## src/rtl/uart_arb_pkg.sv

```systemverilog
// uart_arb_pkg: shared types and constants for the UART TX arbiter.
package uart_arb_pkg;

   typedef enum logic [1:0] {
      IDLE      = 2'd0,
      LOAD      = 2'd1,
      WAIT_DONE = 2'd2,
      HOLD      = 2'd3
   } arb_state_t;

   localparam int CLKS_PER_BIT       = 217;
   // 20 bit times: how long a locked source may go quiet mid-message
   localparam int TIMEOUT_CYCLES_DEF = 20 * CLKS_PER_BIT;

endpackage

```

## src/rtl/uart_rr_picker.sv

```systemverilog
// uart_rr_picker: combinational round-robin select. Scans i_valid starting
// at i_ptr and wrapping, returns the first hit as one-hot and as an index.
module uart_rr_picker #(
   parameter int NUM_REQ = 2,
   parameter int PTR_W   = 1
) (
   input  logic [NUM_REQ-1:0] i_valid,
   input  logic [PTR_W-1:0]   i_ptr,
   output logic [NUM_REQ-1:0] o_sel,
   output logic [PTR_W-1:0]   o_idx,
   output logic               o_found
);

   logic [PTR_W:0] k;

   // first valid source at or after ptr, modulo NUM_REQ
   always_comb begin
      o_sel   = '0;
      o_idx   = '0;
      o_found = 1'b0;
      k       = '0;
      for (int i = 0; i < NUM_REQ; i++) begin
         k = {1'b0, i_ptr} + (PTR_W+1)'(i);
         if (k >= (PTR_W+1)'(NUM_REQ))
            k = k - (PTR_W+1)'(NUM_REQ);
         if (!o_found && i_valid[k[PTR_W-1:0]]) begin
            o_found              = 1'b1;
            o_idx                = k[PTR_W-1:0];
            o_sel[k[PTR_W-1:0]]  = 1'b1;
         end
      end
   end

endmodule

```

## src/rtl/uart_tx_arbiter.sv

```systemverilog
// uart_tx_arbiter: shares one UART TX core between NUM_REQ byte sources.
// Round-robin between messages; a granted source keeps the transmitter
// until it sends a byte flagged last.
// Optional: define UART_ARB_TIMEOUT_EN to break a lock when the owner stays
// idle in HOLD for TIMEOUT_CYCLES cycles (pulses o_timeout).
module uart_tx_arbiter
   import uart_arb_pkg::*;
#(
   parameter int NUM_REQ        = 2,
   parameter int TIMEOUT_CYCLES = TIMEOUT_CYCLES_DEF
) (
   input  logic                 i_clk,
   input  logic                 i_reset,
   input  logic [NUM_REQ-1:0]   i_req_valid,
   input  logic [8*NUM_REQ-1:0] i_req_byte,
   input  logic [NUM_REQ-1:0]   i_req_last,
   output logic [NUM_REQ-1:0]   o_req_ready,
   output logic [NUM_REQ-1:0]   o_grant,
   output logic                 o_tx_dv,
   output logic [7:0]           o_tx_byte,
   input  logic                 i_tx_done,
   output logic                 o_busy,
   output logic                 o_timeout
);

   localparam int PTR_W = $clog2(NUM_REQ);

   arb_state_t         state, state_nxt;
   logic [PTR_W-1:0]   ptr, ptr_nxt, owner, pick_idx, load_idx;
   logic [NUM_REQ-1:0] owner_oh, pick_sel;
   logic               pick_found, owner_last, owner_valid;
   logic               load_en, release_lock, to_hit;

   uart_rr_picker #(.NUM_REQ(NUM_REQ), .PTR_W(PTR_W)) u_picker (
      .i_valid (i_req_valid),
      .i_ptr   (ptr),
      .o_sel   (pick_sel),
      .o_idx   (pick_idx),
      .o_found (pick_found)
   );

   // only the owner's valid matters once the message is locked
   assign owner_valid  = i_req_valid[owner];
   assign load_en      = ((state == IDLE) && pick_found) || ((state == HOLD) && owner_valid);
   assign load_idx     = (state == IDLE) ? pick_idx : owner;
   assign release_lock = ((state == WAIT_DONE) && i_tx_done && owner_last) || to_hit;
   assign ptr_nxt      = (owner == PTR_W'(NUM_REQ-1)) ? '0 : owner + 1'b1;

`ifdef UART_ARB_TIMEOUT_EN
   localparam int TO_W = $clog2(TIMEOUT_CYCLES+1);
   logic [TO_W-1:0] to_cnt;

   assign to_hit = (state == HOLD) && !owner_valid && (to_cnt == TO_W'(TIMEOUT_CYCLES-1));

   // count idle HOLD cycles; cleared whenever the FSM leaves HOLD
   always_ff @(posedge i_clk) begin
      if (i_reset) begin
         to_cnt    <= '0;
         o_timeout <= 1'b0;
      end else begin
         o_timeout <= to_hit;
         if (state_nxt != HOLD)
            to_cnt <= '0;
         else if ((state == HOLD) && !owner_valid)
            to_cnt <= to_cnt + 1'b1;
      end
   end
`else
   // no lock timeout in this build: HOLD waits for the owner indefinitely
   logic unused_timeout_cfg;
   assign unused_timeout_cfg = (TIMEOUT_CYCLES != 0);
   assign to_hit             = 1'b0;
   assign o_timeout          = 1'b0;
`endif

   // next state and per-state outputs
   always_comb begin
      state_nxt   = state;
      o_tx_dv     = 1'b0;
      o_req_ready = '0;
      o_grant     = '0;
      o_busy      = 1'b1;
      case (state)
         IDLE: begin
            o_busy = 1'b0;
            if (pick_found) state_nxt = LOAD;
         end
         LOAD: begin
            o_tx_dv     = 1'b1;
            o_req_ready = owner_oh;
            o_grant     = owner_oh;
            state_nxt   = WAIT_DONE;
         end
         WAIT_DONE: begin
            o_grant = owner_oh;
            if (i_tx_done) state_nxt = owner_last ? IDLE : HOLD;
         end
         HOLD: begin
            o_grant = owner_oh;
            if (owner_valid)  state_nxt = LOAD;
            else if (to_hit)  state_nxt = IDLE;
         end
         default: state_nxt = IDLE;
      endcase
   end

   // state, owner/byte latches and round-robin pointer
   always_ff @(posedge i_clk) begin
      if (i_reset) begin
         state      <= IDLE;
         ptr        <= '0;
         owner      <= '0;
         owner_oh   <= '0;
         owner_last <= 1'b0;
         o_tx_byte  <= '0;
      end else begin
         state <= state_nxt;
         if (load_en) begin
            owner      <= load_idx;
            owner_last <= i_req_last[load_idx];
            o_tx_byte  <= i_req_byte[{load_idx, 3'b000} +: 8];
            if (state == IDLE) owner_oh <= pick_sel;
         end
         if (release_lock) ptr <= ptr_nxt;
      end
   end

endmodule

```

## config.mk

```make
export PLATFORM = sky130hd
export DESIGN_NAME = uart_tx_arbiter
export DESIGN_NICKNAME = d
export VERILOG_FILES = /design/src/rtl/uart_arb_pkg.sv /design/src/rtl/uart_rr_picker.sv /design/src/rtl/uart_tx_arbiter.sv
export SDC_FILE = /design/constraint.sdc
export NUM_CORES = 1
export LEC_CHECK = 0
export CAP_MARGIN = 40
export CELL_PAD_IN_SITES_DETAIL_PLACEMENT = 0
export CELL_PAD_IN_SITES_GLOBAL_PLACEMENT = 2
export CORE_ASPECT_RATIO = 0.5
export CORE_MARGIN = 1.5
export CORE_UTILIZATION = 25
export DETAILED_ROUTE_END_ITERATION = 10
export GPL_TIMING_DRIVEN = 0
export PLACE_DENSITY_LB_ADDON = 0.1
export SYNTH_ARGS = -nofsm -noshare
export SYNTH_HDL_FRONTEND = slang
export SYNTH_SLANG_ARGS = --single-unit
```

## constraint.sdc

```tcl
create_clock -name i_clk -period 2.9 [get_ports i_clk]
set_input_delay 0.29 -clock i_clk [delete_from_list [all_inputs] [get_ports i_clk]]
set_output_delay 0.29 -clock i_clk [all_outputs]
set_load 0.1 [all_outputs]
```

== Word level (Yosys, flattened, before mapping) ==
Cells that the tools add are included.

* Flip-flop bits (word level): 15
* Bits of input ports: 23
* Output and inout port bits: 15
* Word-level logic and storage cells: 70

* Add/subtract/negate cells: 4
* Order comparisons: 8
* Equal/unequal tests: 6
* Shift-type cells: 1
* Mux-type cells: 31
* Bitwise gates (word level): 1
* Reduce and logical (&&, ||, !) cells: 13

{| class="wikitable"
|+ Operators by type and width
! cell !! count
|-
| $mux W1 || 20
|-
| $mux W2 || 8
|-
| $shiftx A16 B5 Y8 || 1
|-
| $lt A1 B2 Y1 const B || 4
|-
| $pmux W2 S4 || 1
|-
| $logic_and A1 B1 Y1 || 7
|-
| $ne A2 B2 Y1 const B || 3
|-
| $eq A2 B2 Y1 const B || 2
|-
| $reduce_and A3 Y1 || 1
|-
| $reduce_or A3 Y1 || 1
|-
| $add A1 B1 Y2 const B || 1
|-
| $demux W1 S1 || 2
|-
| $eq A2 B1 Y1 const B || 1
|-
| $ge A1 B1 Y1 const B || 2
|-
| $ge A1 B2 Y1 const B || 1
|-
| $ge A2 B2 Y1 const B || 1
|-
| $logic_not A2 Y1 || 1
|-
| $or A2 B2 Y2 || 1
|-
| $reduce_and A2 Y1 || 1
|-
| $sub A1 B1 Y1 const B || 2
|-
| $add A1 B1 Y1 const B || 1
|-
| $logic_not A1 Y1 || 1
|-
| $logic_or A1 B1 Y1 || 1
|}

== Logic depth before layout (Yosys ltp) ==
* Depth in word-level cells: 11
* Mapped depth: 9
* Mapped depth without buffers: 6

== Modules after synthesis ==
From an unflattened synthesis, not the netlist that was laid out.

* Cell total of the unflattened synthesis: 91
* Area, all modules: 808.3 sq um

{| class="wikitable"
|+ Modules (own cells, without submodules)
! module !! times used !! cells each !! area an instance (sq um) !! seq. area each (sq um)
|-
| uart_tx_arbiter || 1 || 86 || 775.7 || 300.3
|-
| uart_rr_picker || 1 || 5 || 32.5 || 0.0
|}

== Worst setup path after synthesis ==
OpenSTA, ideal clock, no wires.

* Path type: register -> output
* From: register state[1]
* To: output port o_req_ready[0]
* Data arrival time: 2.097 ns
* Data required time: 2.610 ns
* Slack: 0.513 ns
* Stages on the path, launching flop included: 4
* Path buffers: 0
* Cell sequence: dfxtp_1 inv_1 ha_1 and2_1

* Longest elaborated chain between the ends: 2

{| class="wikitable"
|+ Ends and longest elaborated chain
! element !! line !! RTL
|-
| start: declaration || uart_tx_arbiter.sv:28 || <nowiki>arb_state_t state, state_nxt;</nowiki>
|-
| start signal: assignment || uart_tx_arbiter.sv:117 || <nowiki>state <= state_nxt;</nowiki>
|-
| $eq A2 B1 Y1 || uart_tx_arbiter.sv:83 || <nowiki>case (state)</nowiki>
|-
| $mux W2 || uart_tx_arbiter.sv:83 ||
|-
| end: declaration || uart_tx_arbiter.sv:17 || <nowiki>output logic [NUM_REQ-1:0] o_req_ready,</nowiki>
|}

Every way passes these cells.

== Final worst setup path ==
* From: register state[0]
* To: output port o_busy

* Longest elaborated chain between the ends: 2

{| class="wikitable"
|+ Ends and longest elaborated chain
! element !! line !! RTL
|-
| $logic_not A2 Y1 || uart_tx_arbiter.sv:83 ||
|-
| $mux W1 || uart_tx_arbiter.sv:83 ||
|-
| end: declaration || uart_tx_arbiter.sv:22 || <nowiki>output logic o_busy,</nowiki>
|}

Every way passes these cells.

==> qor.csv <==
stage;metric;value;unit
worst_setup_path;reg2reg start;state[0]$_SDFFE_PP0P_;
clock_network;Post-CTS Resized;0;
clock_network;root buffer cell;clkbuf_8;
power_and_ir_drop;Worst VDD drop;0.3179;mV
clock_network;CTS H-tree depth;1;
sta;FMAX;454.7;MHz
logic_synthesis;Synth area leaders;dfxtp_1 34%, a221oi_2 14%, a21oi_1 7.3%;
logic_synthesis;register area share after synthesis;33.76;%
clock_network;clock transition at the registers of the reported paths;0.06;ns
placed_design;post-DP HPWL;1819;um
logic_synthesis;Mapped Area;889.6;um2
logic_synthesis;Post-synth EDFFs;0;
worst_setup_path;cell breakdown of the critical path;inv_1 -> ha_1 -> buf_2 -> inv_1 -> clkdlybuf4s50_1 -> buf_8;
drt;DRT antenna net count;0;
worst_setup_path;Worst path most repeated cell;inv_1;
sta;Worst Skew;0.001400;ns
floorplan;die area;3947;um2
floorplan;Rows;15;
drt;drt first pass iters;4;
placed_design;# port buffers;35;
power_and_ir_drop;Switching Power;588.7;uW
sta;crit path time final;2.199;ns
outcome;status;finished, final reports clean;
sta;Fin. Hold Viols;0;
finish;utilization after layout;45.64;%
sta;Finish-stage setup viols;0;
power_and_ir_drop;Cell Int Power;647.7;uW
power_and_ir_drop;Clock Power Share;13.8;%
clock_network;Max clock buf depth;2;
drt;drt wl/cell;11.44;um
clock_network;Num CTS Buffers;3;
worst_setup_path;CP Data Required Time;2.61;ns
sta;Slew @ Worst Pin;0.6365;ns
hold_path;hold crit path type;in -> reg;
logic_synthesis;Mean Syn Cell Area;8.637;um2
finish;share of cells above drive strength 1;23.08;%
hold_path;Hold Crit Start;i_req_valid[1];
sta;worst hold slack;0.4105;ns
logic_synthesis;Primary FF master, synth;dfxtp_1;
clock_network;Hold-fix buffers, CTS;0;
drt;via count;865;
sta;Slew HR;57.57;%
clock_network;post-CTS setup buffers;0;
power_and_ir_drop;leak pwr;0.6342;nW
logic_synthesis;post-synth top area share;33.76;%
worst_setup_path;crit-path max cell delay;0.51;ns
drt;Via-to-Cell Ratio;4.179;
grt;number of global-route vias before repair;802;
finish;fin nets;185;
logic_synthesis;Syn Inst Count;103;
worst_setup_path;Worst EP arrival;1.91;ns
power_and_ir_drop;switching portion of total power;47.61;%
grt;GRT overflow;0;
clock_network;Worst-Skew Late Latency;0.24;ns
logic_synthesis;count of different cell masters after synthesis;27;
sta;Tcrit/Tclk final;75.83;%
drt;Residual DRC;0;
clock_network;CTS tree;yes;
finish;ANT cells;0;
power_and_ir_drop;PwrDens;793.0;nW/um2
finish;Post-Layout Cell Count;207;
floorplan;I/O Pins;38;
logic_synthesis;Mapped Nets;131;
placed_design;RD Place Congestion;0.7142;
finish;synthesis-to-finish area growth;75.25;%
grt;gr usage total;12.98;%
worst_setup_path;endpoint class of the critical path;primary output;
worst_setup_path;crit path max fanout;8;
sta;RSZ-0062 raised after global routing;no;
grt;initial antenna violation count;0;
floorplan;die height;45.18;um
clock_network;clock sink count;15;
worst_setup_path;CP Class;reg -> out;
logic_synthesis;top post-synthesis cells by count;15 x dfxtp_1, 14 x nand2_1, 13 x a21oi_1, 13 x inv_1, 8 x a221oi_2;
power_and_ir_drop;Logic pwr share;64.2;%
power_and_ir_drop;register share of total power;22.1;%
worst_setup_path;Critical path origin;state[0]$_SDFFE_PP0P_;
placed_design;pre-CTS setup slack;0.9552;ns
drt;Total Wirelength;2368;um
logic_synthesis;Seq cells post-synth;15;
sta;Final Max Slew Viols;0;
placed_design;placed cells;203;
sta;TNS Setup;0;ns
grt;first-pass GRT wire length;3795;um
drt;Iteration-0 DRC Markers;19;
floorplan;Core Box Area;3416;um2
floorplan;initial core utilization;26.04;%
logic_synthesis;most frequent cell after synthesis;dfxtp_1;
logic_synthesis;post-synthesis async set-or-reset flop share;0;%
job;max cap viols;0;
logic_synthesis;Synth Warn #;0;
worst_setup_path;CP max stage cell;clkdlybuf4s50_1;
floorplan;chip width;87.36;um
grt;pin count of the biggest net entering global routing;11;
sta;PnR worst setup slack;0.7008;ns
logic_synthesis;cell taking the most area after synthesis;dfxtp_1;
worst_setup_path;Critical Path Start Type;flip-flop;
==> layout by cell type, fill, tap and decap left out <==
cell type	count
ha_1	5
clkdlybuf4s50_1	35
a221oi_2	8
a31oi_2	1
mux2i_1	1
conb_1	1
nand2b_1	2
o211ai_1	1
nand2_1	14
buf_4	1
buf_2	3
a21oi_1	13
buf_6	1
a21oi_2	1
buf_8	15
o22a_1	1
nor2_1	5
clkbuf_8	3
a311oi_2	1
nand3_1	2
a31o_2	1
a222oi_1	1
dfxtp_1	15
inv_1	13
inv_2	1
and2_1	2
clkbuf_1	2
nor2b_1	6
a211oi_1	1
==> power by group through the flow <==
stage | Clock, mW | Combinational, mW | Sequential, mW
floorplan | 0 | 0.337 | 0.458
global placement | 0 | 0.670 | 0.278
detailed placement | 0 | 0.798 | 0.278
CTS | 0.180 | 0.801 | 0.274
global route | 0.192 | 0.836 | 0.281
finish | 0.170 | 0.793 | 0.273
==> final cells by class <==
| class | count | area (um2) |
|---|---|---|
| Clock buffer | 4 | 45.04 |
| Fill cell | 348 | 1857 |
| Inverter | 14 | 52.55 |
| Multi-Input combinational cell | 67 | 484.2 |
| Tap cell | 51 | 63.81 |
| Sequential cell | 15 | 300.3 |
| Buffer | 7 | 52.55 |
| Timing Repair Buffer | 49 | 560.5 |
==> stage by stage <==
stage               power, mW  cell area [um2]
floorplan              0.7947            889.6
global route            1.309             1559
detailed placement      1.077             1514
CTS                     1.255             1559
finish                  1.236             1559
global placement       0.9482             1304
==> metal layers <==
layer	routed length [um]	track usage (%)	vias up	share of wire (%)
met5	0	0	-	0
met4	0	1.905	0	0
met3	155	5.302	0	6.5
met2	1019	20.15	25	43
met1	1193	17.42	383	50
li1	-	-	457	-
==> final timing paths <==
check	end	slack (ns)	depth (start not counted)
max	o_busy	0.70	6
min reg2reg	o_tx_byte[2]$_SDFFE_PP0P_	0.46	2
min	flip-flop	0.41	3
max reg2reg	o_tx_byte[0]$_SDFFE_PP0P_	1.09	8
==> cell families after synthesis <==
group	Yosys count	share of synthesized area, %
multiplexers	1	1.125
buffers and inverters	21	11.81
other	1	0.4215
AO/OA/AOI/OAI	29	29.68
adder cells (fa/ha/maj)	5	7.032
flip-flops	15	33.76
AND/OR/NAND/NOR	31	16.17
==> critical path, delay by kind of cell, from the launching register on <==
| kind | cells | cell delay [ns] |
|---|---|---|
| adder cells (fa/ha/maj) | 1 | 0.20 |
| buffers and inverters | 5 | 1.08 |
| flip-flops | 1 | 0.40 |
==> state kept, by name (all words and copies together), names as in the netlist, named ones only <==
| register | flops |
|---|---|
| state | 2 |
| o_tx_byte | 8 |
| owner_last | 1 |
| owner_oh | 2 |
| ptr | 1 |
No activity file was read; power rests on OpenSTA's default activity.
==> edit 1: new RTL, same settings <==
Add a define of `UART_ARB_TIMEOUT_EN`.
--- a/src/rtl/uart_tx_arbiter.sv
+++ b/src/rtl/uart_tx_arbiter.sv
@@ -3,6 +3,8 @@
 // until it sends a byte flagged last.
 // Optional: define UART_ARB_TIMEOUT_EN to break a lock when the owner stays
 // idle in HOLD for TIMEOUT_CYCLES cycles (pulses o_timeout).
+`define UART_ARB_TIMEOUT_EN
+
 module uart_tx_arbiter
    import uart_arb_pkg::*;
 #(
Formal check against the unedited RTL: no difference found for any inputs over 10 cycles, from zero or initial values and one cycle with i_reset high; that may be too few to reach the edited logic, so the function may still have changed.
==> edit 1 against the original RTL <==
Total power rose by 34%. Wire length rose by 64%. Worst setup slack got worse by 0.057 ns. Critical path depth did not move. Area after synthesis rose by 64%. Sequential cell count rose by 14. Final area rose by 49%. Maximum frequency fell by 2.5%. Final cell count rose by 40%.
==> edit 1: results (changes against the original RTL) <==
Pwr
  • Peak supply drop: 0.000360 V (+13%)
  • Logic pwr share: 42.0% (-22 points)
  • Pleak: 0.000797 uW (+26%)

GRT
  • GR met1 Demand/Resource: 16.8% (-0.63 points)
  • Grt met2 use: 21.5% (+1.4 points)
  • Vias in the first global route: 1375 (+71%)
  • GRT Total Usage: 13.2% (+0.25 points)
  • GRT met3 Usage: 4.78% (-0.52 points)
  • First-pass GRT wire length: 6540 um (+72%)

Routing
  • DRT iter0 DRCs: 37 (+18)
  • Vias/cell: 4.72 (+13%)
  • Final wirelength: 3880 um (+64%)

CTS
  • Total clock buffers created by CTS: 5 (+2)
  • H-tree depth: 2 (+1)
  • Clock latency on the worst-skew pair: 0.27 ns (+0.03 ns)
  • Root Buffer: clkbuf_16

Timing
  • Tightest Pin Transition: 0.673 ns (+0.0368 ns)
  • Worst Clk Skew: 0.00452 ns (+0.00312 ns)

Final layout
  • Layout net count: 241 (+30%)
  • Fillers: 572 (+64%)
  • Share of cells above drive strength 1: 18.9% (-4.2 points)
  • Largest registers: to_cnt x13, o_tx_byte x8

Yosys
  • Seq/Total Area, Yosys: 39.9% (+6.1 points)
  • Top cells by area, synth: dfxtp_1 40%, mux2i_1 6.9%, a211oi_1 6.7%, xnor2_1 4.8%, nor3_1 4.5%
  • Synth Net Count: 183 (+40%)
  • Commonest cells post-synth: 29 x dfxtp_1, 14 x nor2_1, 13 x a211oi_1, 13 x nor3_1, 10 x mux2i_1
  • Yosys cell types: 34 (+26%)

Outcome
  • Outcome: finished, final reports clean

Placement
  • Routability-driven placement congestion ratio: 0.714 (about the same)
  • DP Worst Slack: 0.450 ns (-0.505 ns)
  • Hpwl dp: 2920 um (+61%)
  • Total placed cells including tap cells: 283 (+39%)

Worst setup path
  • CP max-delay cell: or4_4
  • Critical path arrival: 2.41 ns (+0.50 ns)
  • Crit path largest cell delay: 0.61 ns (+0.10 ns)
  • CP max FO: 10 (+2)
## edit 1: layer usage
layer	up-vias	wire (um)
li1	701	-
met1	628	1950
met2	32	1670
met3	7	220
met4	0	40
met5	-	0
## edit 1: worst paths after layout
| kind | endpoint | start | cells past startpoint | slack (ns) |
|---|---|---|---|---|
| worst min register to register | owner_oh[1] | owner_oh[1] | 2 | 0.47 |
| worst max-delay path | to_cnt[1] | to_cnt[0] | 6 | 0.64 |
| worst max register to register | to_cnt[1] | to_cnt[0] | 6 | 0.64 |
| worst min-delay path | o_tx_byte[0] | i_reset | 2 | 0.47 |
## edit 1: final cells by class
class	instances	area [um2]	share of cell area, %
clock buffer	7	143	6.16
inverter	3	11.3	0.486
timing repair buffer	51	623	26.9
buffer	8	42.5	1.84
multi-input combinational	119	825	35.6
sequential	29	581	25.1
tap	73	91.3	3.94
## edit 1: stage by stage
step                      instance area [um2]  total power [uW]  hold WS [ns]
after global routing                     2320              1730         0.500
after global placement                   1910              1030         0.460
after floorplan                          1460               883         0.440
after detailed placement                 2170              1170         0.471
final                                    2320              1660         0.465
after CTS                                2320              1680         0.474
## edit 1: critical path, delay by kind of cell, from the launching register on
kind | cells | cell delay [ns]
adders and majority gates | 1 | 0.23
AOI/OAI and AO/OA | 1 | 0.44
buffers and inverters | 1 | 0.21
DFF | 1 | 0.43
and+or+nand+nor | 3 | 0.83
## edit 1: cell families (layout without fill, tap and decap cells)
kind of cell	Yosys count	in the layout	share of synthesized area, %
and+or+nand+nor	70	70	27.1
xor gates and xnor gates	8	8	4.81
muxes	12	12	8.68
adders and majority gates	1	1	0.859
DFF	29	29	39.9
buffers and inverters	11	69	3.69
AOI/OAI and AO/OA	28	28	14.9
==> edit 2: new RTL, same settings <==
Without the edit above. Encoding of `arb_state_t`: now Gray code (2 bits for 4 states).
--- a/src/rtl/uart_arb_pkg.sv
+++ b/src/rtl/uart_arb_pkg.sv
@@ -2,10 +2,10 @@
 package uart_arb_pkg;
 
    typedef enum logic [1:0] {
-      IDLE      = 2'd0,
-      LOAD      = 2'd1,
-      WAIT_DONE = 2'd2,
-      HOLD      = 2'd3
+      IDLE      = 2'b00,
+      LOAD      = 2'b01,
+      WAIT_DONE = 2'b11,
+      HOLD      = 2'b10
    } arb_state_t;
 
    localparam int CLKS_PER_BIT       = 217;
Check against the original RTL: no difference found for any inputs over 10 cycles, from zero or initial values and one cycle with i_reset high; not proved beyond that.
==> edit 2 against the original RTL <==
The run now ends with design-rule violations left. Area after synthesis is 6.0% lower. Worst hold slack got worse by 0.023 ns. Die area shrank 5.7%. Wire length rose by 11%. Sequential cell count stayed put. Total power decreased by 32%. Clock power rose by 3%. Worst setup slack improved by 0.0067 ns. Final area is 4.2% lower. Global-route usage rose by 2.3 points. Combinational power shrank 47%. Non-clock buffer count stayed put. Clock skew barely moved. Sequential share of layout area grew 0.84 points. Critical path type unchanged.
==> edit 2: results (changes against the original RTL) <==
Routing
  • Via count: 922 (+6.6%)
  • Drt drc: 6 (+6)
  • DRT iter0 DRCs: 39 (+20)
  • Final wirelength: 2620 um (+11%)
  • First-pass DRT Iterations: 7 (+3)

Yosys
  • Yosys cell types: 29 (+7.4%)
  • Seq/Total Area, Yosys: 35.9% (+2.2 points)
  • Async SR Flop Fraction: 0% (unchanged)
  • Mux cell area share after synthesis: 1.65% (+0.52 points)
  • Synth Area in Compound Gates: 30.5% (+0.86 points)
  • Xor and xnor area share after synthesis: 0% (unchanged)
  • Synth Net Count: 126 (-3.8%)
  • Number of synthesis warnings: 0 (unchanged)
  • Adder-Cell Fraction of Synth Area: 0% (-7.0 points)
  • Commonest cells post-synth: 15 x dfxtp_1, 15 x nor2_1, 14 x nand2_1
  • Top cells by area, synth: dfxtp_1 36%, a311oi_1 9.4%, a21oi_1 7.8%, nor2_1 6.7%, nand2_1 6.3%
  • Dominant synthesized flop cell: dfxtp_1

Worst setup path
  • Crit path largest cell delay: 0.48 ns (-0.03 ns)
  • CP max-delay cell: clkdlybuf4s50_1
  • Critical path arrival: 1.90 ns
  • CP top delay family: buffers and inverters
  • CP max FO: 8 (unchanged)

Final layout
  • Layout net count: 180 (-2.7%)
  • Antenna cells: 0 (unchanged)
  • Share of cells above drive strength 1: 17.9% (-5.1 points)
  • Largest registers: o_tx_byte x8, owner_oh x2, state x2

GRT
  • Initial antenna violation count: 0 (unchanged)
  • Vias in the first global route: 851 (+6.1%)
  • First-pass GRT wire length: 4220 um (+11%)
  • GRT Total Usage: 15.3% (+2.3 points)
  • Largest net degree at the start of global routing: 11 (unchanged)

Flow run
  • Max-Cap Viols: 0 (unchanged)

Placement
  • DP Worst Slack: 0.637 ns (-0.318 ns)
  • # port buffers: 35 (unchanged)
  • Hpwl dp: 1890 um (+3.7%)
  • Routability-driven placement congestion ratio: 0.689 (-3.5%)
  • Placed Area: 1450 um2 (-4.3%)

Min path
  • Hold crit path type: in2reg

CTS
  • Root Buffer: clkbuf_8
  • Post-cts resize count: 0 (unchanged)
  • CTS clk-pin slew, worst paths: 0.06 ns (about the same)
  • Clock latency on the worst-skew pair: 0.25 ns
  • Clock Tree Buf Depth: 2 (unchanged)
  • Postcts setup bufs: 0 (unchanged)
  • Total clock buffers created by CTS: 3 (unchanged)
  • H-tree depth: 1 (unchanged)

Timing
  • Worst Clk Skew: 0.00183 ns (+0.000425 ns)
  • Relative slew slack: 52.8% (-4.7 points)

Pwr
  • Peak supply drop: 0.000166 V (-48%)
  • Pleak: 0.000587 uW (-7.5%)

Outcome
  • Outcome: complete, but fails checks
  • Failing checks: design-rule violations
-- edit 2: cell types whose count changed after synthesis, moves of 3 or more --
| cell | delta |
|---|---|
| a221oi_2 | -8 |
| a311oi_1 | +9 |
| ha_1 | -5 |
| inv_1 | -11 |
| nor2_1 | +10 |
| nor2b_1 | -3 |
| o21ai_0 | +8 |
-- edit 2: where the power goes --
group / internal, uW / switching, uW
logic: 161 / 261
registers: 229 / 12.8
clock network: 97.5 / 78.0
total: 488 / 352
-- edit 2: layer usage --
metal | global-route usage [%] | vias up | routed length [um]
met4 | 5.90 | 0 | 39
met5 | 0 | - | 0
met3 | 5.14 | 4 | 144
li1 | - | 473 | -
met2 | 22.6 | 30 | 1110
met1 | 20.8 | 415 | 1330
-- edit 2: path summary, 6_finish.rpt --
path | from | end | slack, ns | cells after the start
max | state[0] | o_grant[1] | 0.71 | 5
max reg2reg | state[0] | o_tx_byte[0] | 1.23 | 5
min reg2reg | o_tx_byte[6] | o_tx_byte[6] | 0.50 | 2
min | i_req_valid[1] | owner_oh[1] | 0.39 | 3
-- edit 2: per-stage QoR --
stage,instances,util (%),power [uW]
floorplan,103,-,502
global placement,178,40.0,602
detailed placement,192,46.7,670
CTS,196,48.2,846
global route,196,48.2,879
finish,196,48.2,840
-- edit 2: area by class of cell --
| cell class | count | area [um2] |
|---|---|---|
| clock buffer | 4 | 45.0 |
| fill | 287 | 1610 |
| tap | 40 | 50.0 |
| sequential | 15 | 300 |
| buffer | 7 | 68.8 |
| inverter | 2 | 7.51 |
| multi-input combinational | 79 | 462 |
| timing repair buffer | 49 | 561 |
-- edit 2: tightest hold or removal path, delay by kind of cell --
family	cells	cell delay (ns)
simple gates	1	0.07
buf+inv	1	0.14
compound gates	1	0.09
